File: config.mk
export PLATFORM = sky130hd
export DESIGN_NAME = vlane_load_wb
export DESIGN_NICKNAME = d
export VERILOG_FILES = /design/src/rtl/vlsu_pkg.sv /design/src/rtl/CircularQueuePtrTemplate.sv /design/src/rtl/vlane_load_wb.sv
export SDC_FILE = /design/constraint.sdc
export NUM_CORES = 1
export LEC_CHECK = 0
export ABC_AREA = 0
export BUFFER_PORTS_ARGS = -buffer_cell sky130_fd_sc_hd__buf_4
export CAP_MARGIN = 15
export CORE_AREA = 2 2 63 65
export DETAILED_ROUTE_END_ITERATION = 8
export DIE_AREA = 0 0 65 67
export GPL_TIMING_DRIVEN = 0
export PLACE_DENSITY = 0.78
export SLEW_MARGIN = 20
export SYNTH_ARGS = -nofsm -noshare
export SYNTH_HDL_FRONTEND = slang
export SYNTH_SLANG_ARGS = --single-unit
export TNS_END_PERCENT = 20
File: constraint.sdc
create_clock -name clk_i -period 2 [get_ports clk_i]
set_input_delay 0.6 -clock clk_i [delete_from_list [all_inputs] [get_ports clk_i]]
set_output_delay 0.6 -clock clk_i [all_outputs]
set_load 0.005 [all_outputs]
File: src/rtl/vlsu_pkg.sv
// Shared types and helpers for the vector load write-back lane.
// Provides the VRF geometry (DLEN, VAddrBits, VAddrBankBits), the lane beat
// payload, the write-back FSM state enum, and the head-class enum. It also
// provides the nibble-enable to byte-enable and merge helper functions.
package vlsu_pkg;

    localparam int unsigned DLEN          = 64;
    localparam int unsigned VAddrBits     = 12;
    localparam int unsigned VAddrBankBits = 2;
    localparam int unsigned VAddrSetBits  = VAddrBits - VAddrBankBits;
    localparam int unsigned ReqIdBits     = 4;
    localparam int unsigned NbeBits       = DLEN / 4;
    localparam int unsigned BeBits        = DLEN / 8;

    typedef struct packed {
        logic [ReqIdBits-1:0]     req_id;
        logic [VAddrSetBits-1:0]  vaddr_set;
        logic [VAddrBankBits-1:0] vaddr_bank;
        logic [DLEN-1:0]          data;
        logic [NbeBits-1:0]       nbe;
    } lane_beat_t;

    localparam int unsigned LaneBits = $bits(lane_beat_t);

    typedef enum logic [1:0] {
        IDLE    = 2'd0,
        RD_WAIT = 2'd1,
        WR      = 2'd2
    } ld_state_e;

    typedef enum logic [1:0] {
        CLS_NULL = 2'd0,
        CLS_FULL = 2'd1,
        CLS_PART = 2'd2
    } head_class_e;

    // Byte enable set only where both nibbles of the byte are enabled.
    function automatic logic [BeBits-1:0] be_all(input logic [NbeBits-1:0] nbe);
        logic [BeBits-1:0] be;
        be = '0;
        for (int b = 0; b < BeBits; b++) begin
            be[b] = nbe[2*b] & nbe[2*b+1];
        end
        return be;
    endfunction

    // Byte enable set where either nibble of the byte is enabled.
    function automatic logic [BeBits-1:0] be_any(input logic [NbeBits-1:0] nbe);
        logic [BeBits-1:0] be;
        be = '0;
        for (int b = 0; b < BeBits; b++) begin
            be[b] = nbe[2*b] | nbe[2*b+1];
        end
        return be;
    endfunction

    // A beat is FULL when no byte has exactly one nibble enabled.
    function automatic head_class_e classify_head(input logic [NbeBits-1:0] nbe);
        head_class_e cls;
        if (nbe == '0) begin
            cls = CLS_NULL;
        end else if (be_all(nbe) == be_any(nbe)) begin
            cls = CLS_FULL;
        end else begin
            cls = CLS_PART;
        end
        return cls;
    endfunction

    // Enabled nibbles from the beat, all others from the VRF read data.
    function automatic logic [DLEN-1:0] merge_nibbles(input logic [NbeBits-1:0] nbe,
                                                      input logic [DLEN-1:0]    wdata,
                                                      input logic [DLEN-1:0]    rdata);
        logic [DLEN-1:0] m;
        m = '0;
        for (int n = 0; n < NbeBits; n++) begin
            m[4*n +: 4] = nbe[n] ? wdata[4*n +: 4] : rdata[4*n +: 4];
        end
        return m;
    endfunction

endpackage

File: src/rtl/CircularQueuePtrTemplate.sv
// Circular queue pointer: an index into an ENTRIES-deep ring plus a wrap flag
// that toggles each time the index rolls over. ENTRIES must be a power of two.
// Ports:
//   clk_i    clock
//   rst_i    asynchronous active-high reset (value and flag to 0)
//   incr_i   advance the pointer by one
//   value_o  current index
//   flag_o   wrap flag
module CircularQueuePtrTemplate #(
    parameter int unsigned ENTRIES = 2
) (
    input  logic                       clk_i,
    input  logic                       rst_i,
    input  logic                       incr_i,
    output logic [$clog2(ENTRIES)-1:0] value_o,
    output logic                       flag_o
);

    localparam int unsigned IdxBits = $clog2(ENTRIES);

    // Index wraps naturally at a power-of-two depth; flag flips on rollover.
    always_ff @(posedge clk_i or posedge rst_i) begin
        if (rst_i) begin
            value_o <= '0;
            flag_o  <= 1'b0;
        end else if (incr_i) begin
            value_o <= IdxBits'(value_o + 1'b1);
            if (value_o == IdxBits'(ENTRIES - 1)) begin
                flag_o <= ~flag_o;
            end
        end
    end

endmodule

File: src/rtl/vlane_load_wb.sv
// Vector load lane write-back. Lane beats from the shuffle stage are queued in
// a Depth-entry FIFO. Each head beat is retired to the VRF according to its
// nibble enables:
//   NULL  - no enables: retired with no VRF access.
//   FULL  - whole bytes only: written in a single cycle.
//   PART  - split bytes: read-modify-write when VLSU_LOAD_RMW_EN is defined;
//           otherwise written directly with any-nibble byte enables.
// Build option: VLSU_LOAD_RMW_EN (defined = RMW path with RD_WAIT/WR states).
// Ports:
//   clk_i, rst_i             clock, asynchronous active-high reset
//   rx_valid_i/rx_ready_o    beat handshake, rx_i beat payload (tx_lane_t)
//   vrf_req_*                VRF request (valid/ready, we, set, bank, wdata, be)
//   vrf_rvalid_i/rdata_i     VRF read response
//   cmt_valid_o/cmt_reqid_o  one-cycle retire pulse with the beat reqId
module vlane_load_wb
    import vlsu_pkg::*;
#(
    parameter int unsigned Depth     = 2,
    parameter type         tx_lane_t = logic
) (
    input  logic                     clk_i,
    input  logic                     rst_i,
    input  logic                     rx_valid_i,
    output logic                     rx_ready_o,
    input  tx_lane_t                 rx_i,
    output logic                     vrf_req_valid_o,
    input  logic                     vrf_req_ready_i,
    output logic                     vrf_req_we_o,
    output logic [VAddrSetBits-1:0]  vrf_req_set_o,
    output logic [VAddrBankBits-1:0] vrf_req_bank_o,
    output logic [DLEN-1:0]          vrf_req_wdata_o,
    output logic [BeBits-1:0]        vrf_req_be_o,
    input  logic                     vrf_rvalid_i,
    input  logic [DLEN-1:0]          vrf_rdata_i,
    output logic                     cmt_valid_o,
    output logic [ReqIdBits-1:0]     cmt_reqid_o
);

    localparam int unsigned IdxBits = $clog2(Depth);

    logic [IdxBits-1:0]  enq_val;
    logic [IdxBits-1:0]  deq_val;
    logic                enq_flag;
    logic                deq_flag;
    logic                push;
    logic                pop;
    logic                full;
    logic                empty;
    logic [LaneBits-1:0] rx_bits;
    logic [LaneBits-1:0] mem_q [Depth];
    lane_beat_t          head;
    head_class_e         head_cls;

    // FIFO occupancy from pointer equality and wrap-flag comparison.
    assign full       = (enq_val == deq_val) && (enq_flag != deq_flag);
    assign empty      = (enq_val == deq_val) && (enq_flag == deq_flag);
    assign rx_ready_o = !full;
    assign push       = rx_valid_i && !full;
    assign rx_bits    = LaneBits'(rx_i);
    assign head       = lane_beat_t'(mem_q[deq_val]);
    assign head_cls   = classify_head(head.nbe);

    CircularQueuePtrTemplate #(.ENTRIES(Depth)) u_enq_ptr (
        .clk_i   (clk_i),
        .rst_i   (rst_i),
        .incr_i  (push),
        .value_o (enq_val),
        .flag_o  (enq_flag)
    );

    CircularQueuePtrTemplate #(.ENTRIES(Depth)) u_deq_ptr (
        .clk_i   (clk_i),
        .rst_i   (rst_i),
        .incr_i  (pop),
        .value_o (deq_val),
        .flag_o  (deq_flag)
    );

    // Payload storage; contents are never observed while the FIFO is empty.
    always_ff @(posedge clk_i) begin
        if (push) begin
            mem_q[enq_val] <= rx_bits;
        end
    end

`ifdef VLSU_LOAD_RMW_EN
    ld_state_e       state_q;
    ld_state_e       state_d;
    logic [DLEN-1:0] merge_q;
    logic [DLEN-1:0] merge_d;

    // Write-back FSM state and merged RMW data.
    always_ff @(posedge clk_i or posedge rst_i) begin
        if (rst_i) begin
            state_q <= IDLE;
            merge_q <= '0;
        end else begin
            state_q <= state_d;
            merge_q <= merge_d;
        end
    end
`else
    // Read response is not consumed when PART beats are written directly.
    logic unused_rd;
    assign unused_rd = ^{vrf_rvalid_i, vrf_rdata_i};
`endif

    // Head dispatch: VRF request, pop, and retire pulse.
    always_comb begin
        pop             = 1'b0;
        vrf_req_valid_o = 1'b0;
        vrf_req_we_o    = 1'b0;
        vrf_req_set_o   = '0;
        vrf_req_bank_o  = '0;
        vrf_req_wdata_o = '0;
        vrf_req_be_o    = '0;
`ifdef VLSU_LOAD_RMW_EN
        state_d = state_q;
        merge_d = merge_q;
        case (state_q)
            IDLE: begin
                if (!empty) begin
                    case (head_cls)
                        CLS_NULL: pop = 1'b1;
                        CLS_FULL: begin
                            vrf_req_valid_o = 1'b1;
                            vrf_req_we_o    = 1'b1;
                            vrf_req_set_o   = head.vaddr_set;
                            vrf_req_bank_o  = head.vaddr_bank;
                            vrf_req_wdata_o = head.data;
                            vrf_req_be_o    = be_all(head.nbe);
                            pop             = vrf_req_ready_i;
                        end
                        CLS_PART: begin
                            vrf_req_valid_o = 1'b1;
                            vrf_req_set_o   = head.vaddr_set;
                            vrf_req_bank_o  = head.vaddr_bank;
                            if (vrf_req_ready_i) begin
                                state_d = RD_WAIT;
                            end
                        end
                        default: ;
                    endcase
                end
            end
            RD_WAIT: begin
                if (vrf_rvalid_i) begin
                    merge_d = merge_nibbles(head.nbe, head.data, vrf_rdata_i);
                    state_d = WR;
                end
            end
            WR: begin
                vrf_req_valid_o = 1'b1;
                vrf_req_we_o    = 1'b1;
                vrf_req_set_o   = head.vaddr_set;
                vrf_req_bank_o  = head.vaddr_bank;
                vrf_req_wdata_o = merge_q;
                vrf_req_be_o    = be_any(head.nbe);
                if (vrf_req_ready_i) begin
                    pop     = 1'b1;
                    state_d = IDLE;
                end
            end
            default: state_d = IDLE;
        endcase
`else
        if (!empty) begin
            if (head_cls == CLS_NULL) begin
                pop = 1'b1;
            end else begin
                // FULL and PART both write directly; any-nibble equals
                // both-nibble enables for FULL beats.
                vrf_req_valid_o = 1'b1;
                vrf_req_we_o    = 1'b1;
                vrf_req_set_o   = head.vaddr_set;
                vrf_req_bank_o  = head.vaddr_bank;
                vrf_req_wdata_o = head.data;
                vrf_req_be_o    = be_any(head.nbe);
                pop             = vrf_req_ready_i;
            end
        end
`endif
        cmt_valid_o = pop;
        cmt_reqid_o = pop ? head.req_id : '0;
    end

endmodule

==> metrics.txt <==
# TYPE chip_impl_metric gauge
chip_impl_metric{name="fin_setup_tns",unit="ps"} 0
chip_impl_metric{name="routedWlPerCell",unit="µm"} 5.91
chip_impl_metric{name="dieHeight",unit="µm"} 67
chip_impl_metric{name="worst-path-max-fanout",unit=""} 3
chip_impl_metric{name="core_area",unit="µm²"} 3610
chip_impl_metric{name="synthesis_warning_total",unit=""} 0
chip_impl_metric{name="final_period_minus_worst_setup_slack",unit="ps"} 1950
chip_impl_metric{name="sequential_cell_area",unit="µm²"} 165
chip_impl_metric{name="timing.hold.ws",unit="ps"} 255
chip_impl_metric{name="grt_overflow_total",unit=""} 0
chip_impl_metric{name="proportion_of_total_power_due_to_net_switching",unit="%"} 36.8
chip_impl_info{name="end_kind",value="output port"} 1
chip_impl_info{name="cts-root-buf",value="clkbuf_8"} 1
chip_impl_info{name="start_kind",value="register"} 1
chip_impl_info{name="cts_tree",value="yes"} 1
chip_impl_metric{name="setup_violations",unit=""} 0
chip_impl_metric{name="drt-initial-drc-count",unit=""} 5
chip_impl_metric{name="final_net_count",unit=""} 294
chip_impl_metric{name="synthDominantCellAreaShare",unit="%"} 67.7
chip_impl_metric{name="net-switching-power",unit="mW"} 0.493
chip_impl_metric{name="yosysSeqAreaShare",unit="%"} 16.2
chip_impl_metric{name="grt_first_pass_wirelength",unit="µm"} 2070
chip_impl_metric{name="final_layout_size_suffix_gt1_share",unit="%"} 51.6
chip_impl_metric{name="worst-endpoint-required",unit="ps"} 1400
chip_impl_metric{name="via_count_of_the_routed_design",unit=""} 730
chip_impl_metric{name="peakVddDrop",unit="mV"} 0.703
chip_impl_metric{name="cellInternalPower",unit="mW"} 0.848
chip_impl_metric{name="drv_slew",unit=""} 0
chip_impl_metric{name="grt_util_all_layers",unit="%"} 6.36
chip_impl_metric{name="clk_pin_slew",unit="ps"} 40
chip_impl_metric{name="layout-area-overhead-vs-synth",unit="%"} 56.3
chip_impl_metric{name="finalWirelength",unit="µm"} 1600
chip_impl_metric{name="clkLatencyLatePin",unit="ps"} 230
chip_impl_metric{name="vias_per_cell",unit=""} 2.69
chip_impl_metric{name="power_frac_seq",unit="%"} 19.4
chip_impl_info{name="worstReg2RegStart",value="u_deq_ptr.flag_o"} 1
chip_impl_metric{name="critPathArrivalTime",unit="ps"} 1350
chip_impl_metric{name="cts_sinks",unit=""} 6
chip_impl_metric{name="p_leak",unit="nW"} 0.996
chip_impl_metric{name="max-clock-path-buffers",unit=""} 2
chip_impl_metric{name="antenna_violations_before_repair",unit=""} 0
chip_impl_metric{name="finalClockSkew",unit="ps"} 5.63
chip_impl_metric{name="cts-buffers-inserted",unit=""} 3
chip_impl_info{name="yosys.area.top_type",value="buf_4"} 1
chip_impl_metric{name="die_width",unit="µm"} 65
chip_impl_metric{name="share_clk_of_total_power",unit="%"} 14.7
chip_impl_info{name="status",value="finished clean"} 1
chip_impl_metric{name="mappedNetlistArea",unit="µm²"} 987
chip_impl_metric{name="total_power",unit="mW"} 1.34
chip_impl_metric{name="grt_pass1_vias",unit=""} 515
chip_impl_metric{name="buffer_ports.inserted",unit=""} 9
chip_impl_metric{name="drt_pre_antenna_iters",unit=""} 2
chip_impl_metric{name="postLayoutCoreUtil",unit="%"} 42.8
chip_impl_metric{name="reg2regPathDepth",unit=""} 4
chip_impl_metric{name="io-pin-count",unit=""} 162
chip_impl_metric{name="grt_start_max_net_pins",unit=""} 5
chip_impl_metric{name="ys_seq_elements",unit=""} 6
chip_impl_metric{name="fp-row-count",unit=""} 22
chip_impl_metric{name="share_comb_of_total_power",unit="%"} 65.9
chip_impl_info{name="synth.area.top_cells",value="buf_4, dfrtp_1, edfxtp_1"} 1
chip_impl_info{name="hp-class",value="input pin to async pin"} 1
chip_impl_metric{name="final.fill_count",unit=""} 380
chip_impl_metric{name="power-per-cell-area",unit="nW/µm²"} 870
chip_impl_metric{name="synth.avg_cell_area",unit="µm²"} 8.30
chip_impl_info{name="reg2reg_to",value="mem_q[1]"} 1
chip_impl_metric{name="initial_core_util",unit="%"} 27.4
chip_impl_metric{name="timing.fmax",unit="MHz"} 512
chip_impl_metric{name="synthCells",unit=""} 119
chip_impl_info{name="worst-setup-path-type",value="register to output port"} 1
chip_impl_metric{name="drc",unit=""} 0
chip_impl_metric{name="final_hold_viol_count",unit=""} 0
chip_impl_metric{name="die_area",unit="µm²"} 4360
chip_impl_metric{name="worst-r2r-setup-slack",unit="ps"} 690
chip_impl_metric{name="htreeDepth",unit=""} 1
chip_impl_metric{name="multiInputGateArea",unit="µm²"} 480
chip_impl_metric{name="total_of_max_cap_violations",unit=""} 0
chip_impl_metric{name="hpwlAfterDp",unit="µm"} 1460
chip_impl_metric{name="final_antenna_net_count",unit=""} 0
chip_impl_metric{name="place.gp.congestion",unit=""} 0.787
chip_impl_metric{name="antenna_cells_inserted",unit=""} 0
chip_impl_metric{name="synth.distinct_cells",unit=""} 16
chip_impl_metric{name="post_cts_hold_buffer_count",unit=""} 0
chip_impl_metric{name="min_period_over_period",unit="%"} 97.7
[metrics by stage]
stage / cell area (µm²) / instances / worst slack (ps)
6_report: 1540 / 271 / 45.5
5_1_grt: 1540 / 271 / -2.37
4_1_cts: 1510 / 268 / 12.9
3_5_place_dp: 1440 / 262 / 23.6
3_3_place_gp: 1440 / 262 / 6.89
2_1_floorplan: 1310 / 205 / 302
[sequential cells by signal (all words and copies together) (netlist names)]
signal             cells
u_deq_ptr.value_o      1
mem_q                  2
u_deq_ptr.flag_o       1
u_enq_ptr.value_o      1
u_enq_ptr.flag_o       1
[logic make-up after synthesis]
kind of cell / Yosys count / synth area share, %
buffers and inverters: 94 / 69.6
XOR/XNOR: 6 / 6.08
flip-flops: 6 / 16.2
AND/OR/NAND/NOR: 6 / 2.54
AO/OA/AOI/OAI: 5 / 4.18
multiplexers: 1 / 1.01
other: 1 / 0.380
[critical path: stages, from the launching register on]
cell and delay, ps:
dfrtp_2 400, mux2i_1 370, nor2_4 90, buf_4 140, buf_4 120
[cell type report]
type,count,share of cell area (%)
buffer,89,43.3
clock buffer,4,2.92
inverter,5,1.22
multi-input combinational,105,31.1
sequential,6,10.7
tap,48,3.89
timing repair buffer,14,6.81
[power groups by stage]
stage                     clock network (mW)  registers (mW)  logic, mW
after floorplan                            0           0.248      0.501
after global placement                     0           0.255      0.694
after detailed placement                   0           0.261      0.698
after CTS                              0.200           0.268      0.779
after global routing                   0.209           0.270      0.970
final                                  0.198           0.260      0.884
[worst max path at each step]
stage                           start              end  slack (ps)  depth (start not counted)
floorplan            u_deq_ptr.flag_o  vrf_req_be_o[0]         300                          4
global placement     u_deq_ptr.flag_o  vrf_req_be_o[0]           7                          5
detailed placement   u_deq_ptr.flag_o  vrf_req_be_o[0]          20                          5
CTS                 u_deq_ptr.value_o  vrf_req_be_o[0]          10                          5
global route        u_deq_ptr.value_o     vrf_req_we_o          -2                          4
finish              u_deq_ptr.value_o  vrf_req_be_o[0]          50                          4
[what timing repair did]
action	4_1_cts	5_1_grt
setup endpoints to repair	3	2
buffers inserted	2	3
gates cloned	0	0
resized for setup	3	5
pin swaps	2	3
[routing by layer]
layer	GRT usage, %	vias up	routed length [µm]
met5	0	-	0
met4	4.79	0	23
met3	4.22	4	416
met2	9.79	73	672
met1	6.00	258	489
li1	-	395	-
[cells in the mapped netlist (all sizes together)]
cell	count
dfrtp	4
a21boi	1
nor2	5
buf	89
o221ai	1
inv	5
conb	1
o211ai	1
nand2b	1
o22ai	1
mux2i	1
xor2	2
edfxtp	2
xnor2	4
o21ai	1
[cell usage in the layout (no fill, tap or decap)]
cell type and n:
buf_4 103, conb_1 87, inv_1 5, xnor2_1 4
dfrtp_2 4, nor2_1 3, clkbuf_8 3, xor2_2 2
edfxtp_1 2, o221ai_2 1, o21ai_1 1, o211ai_1 1
nor2_2 1, mux2i_1 1, nand2b_1 1, nor2_4 1
o22ai_1 1, a21boi_1 1, clkbuf_1 1
Power figures use the tool's default switching activity.
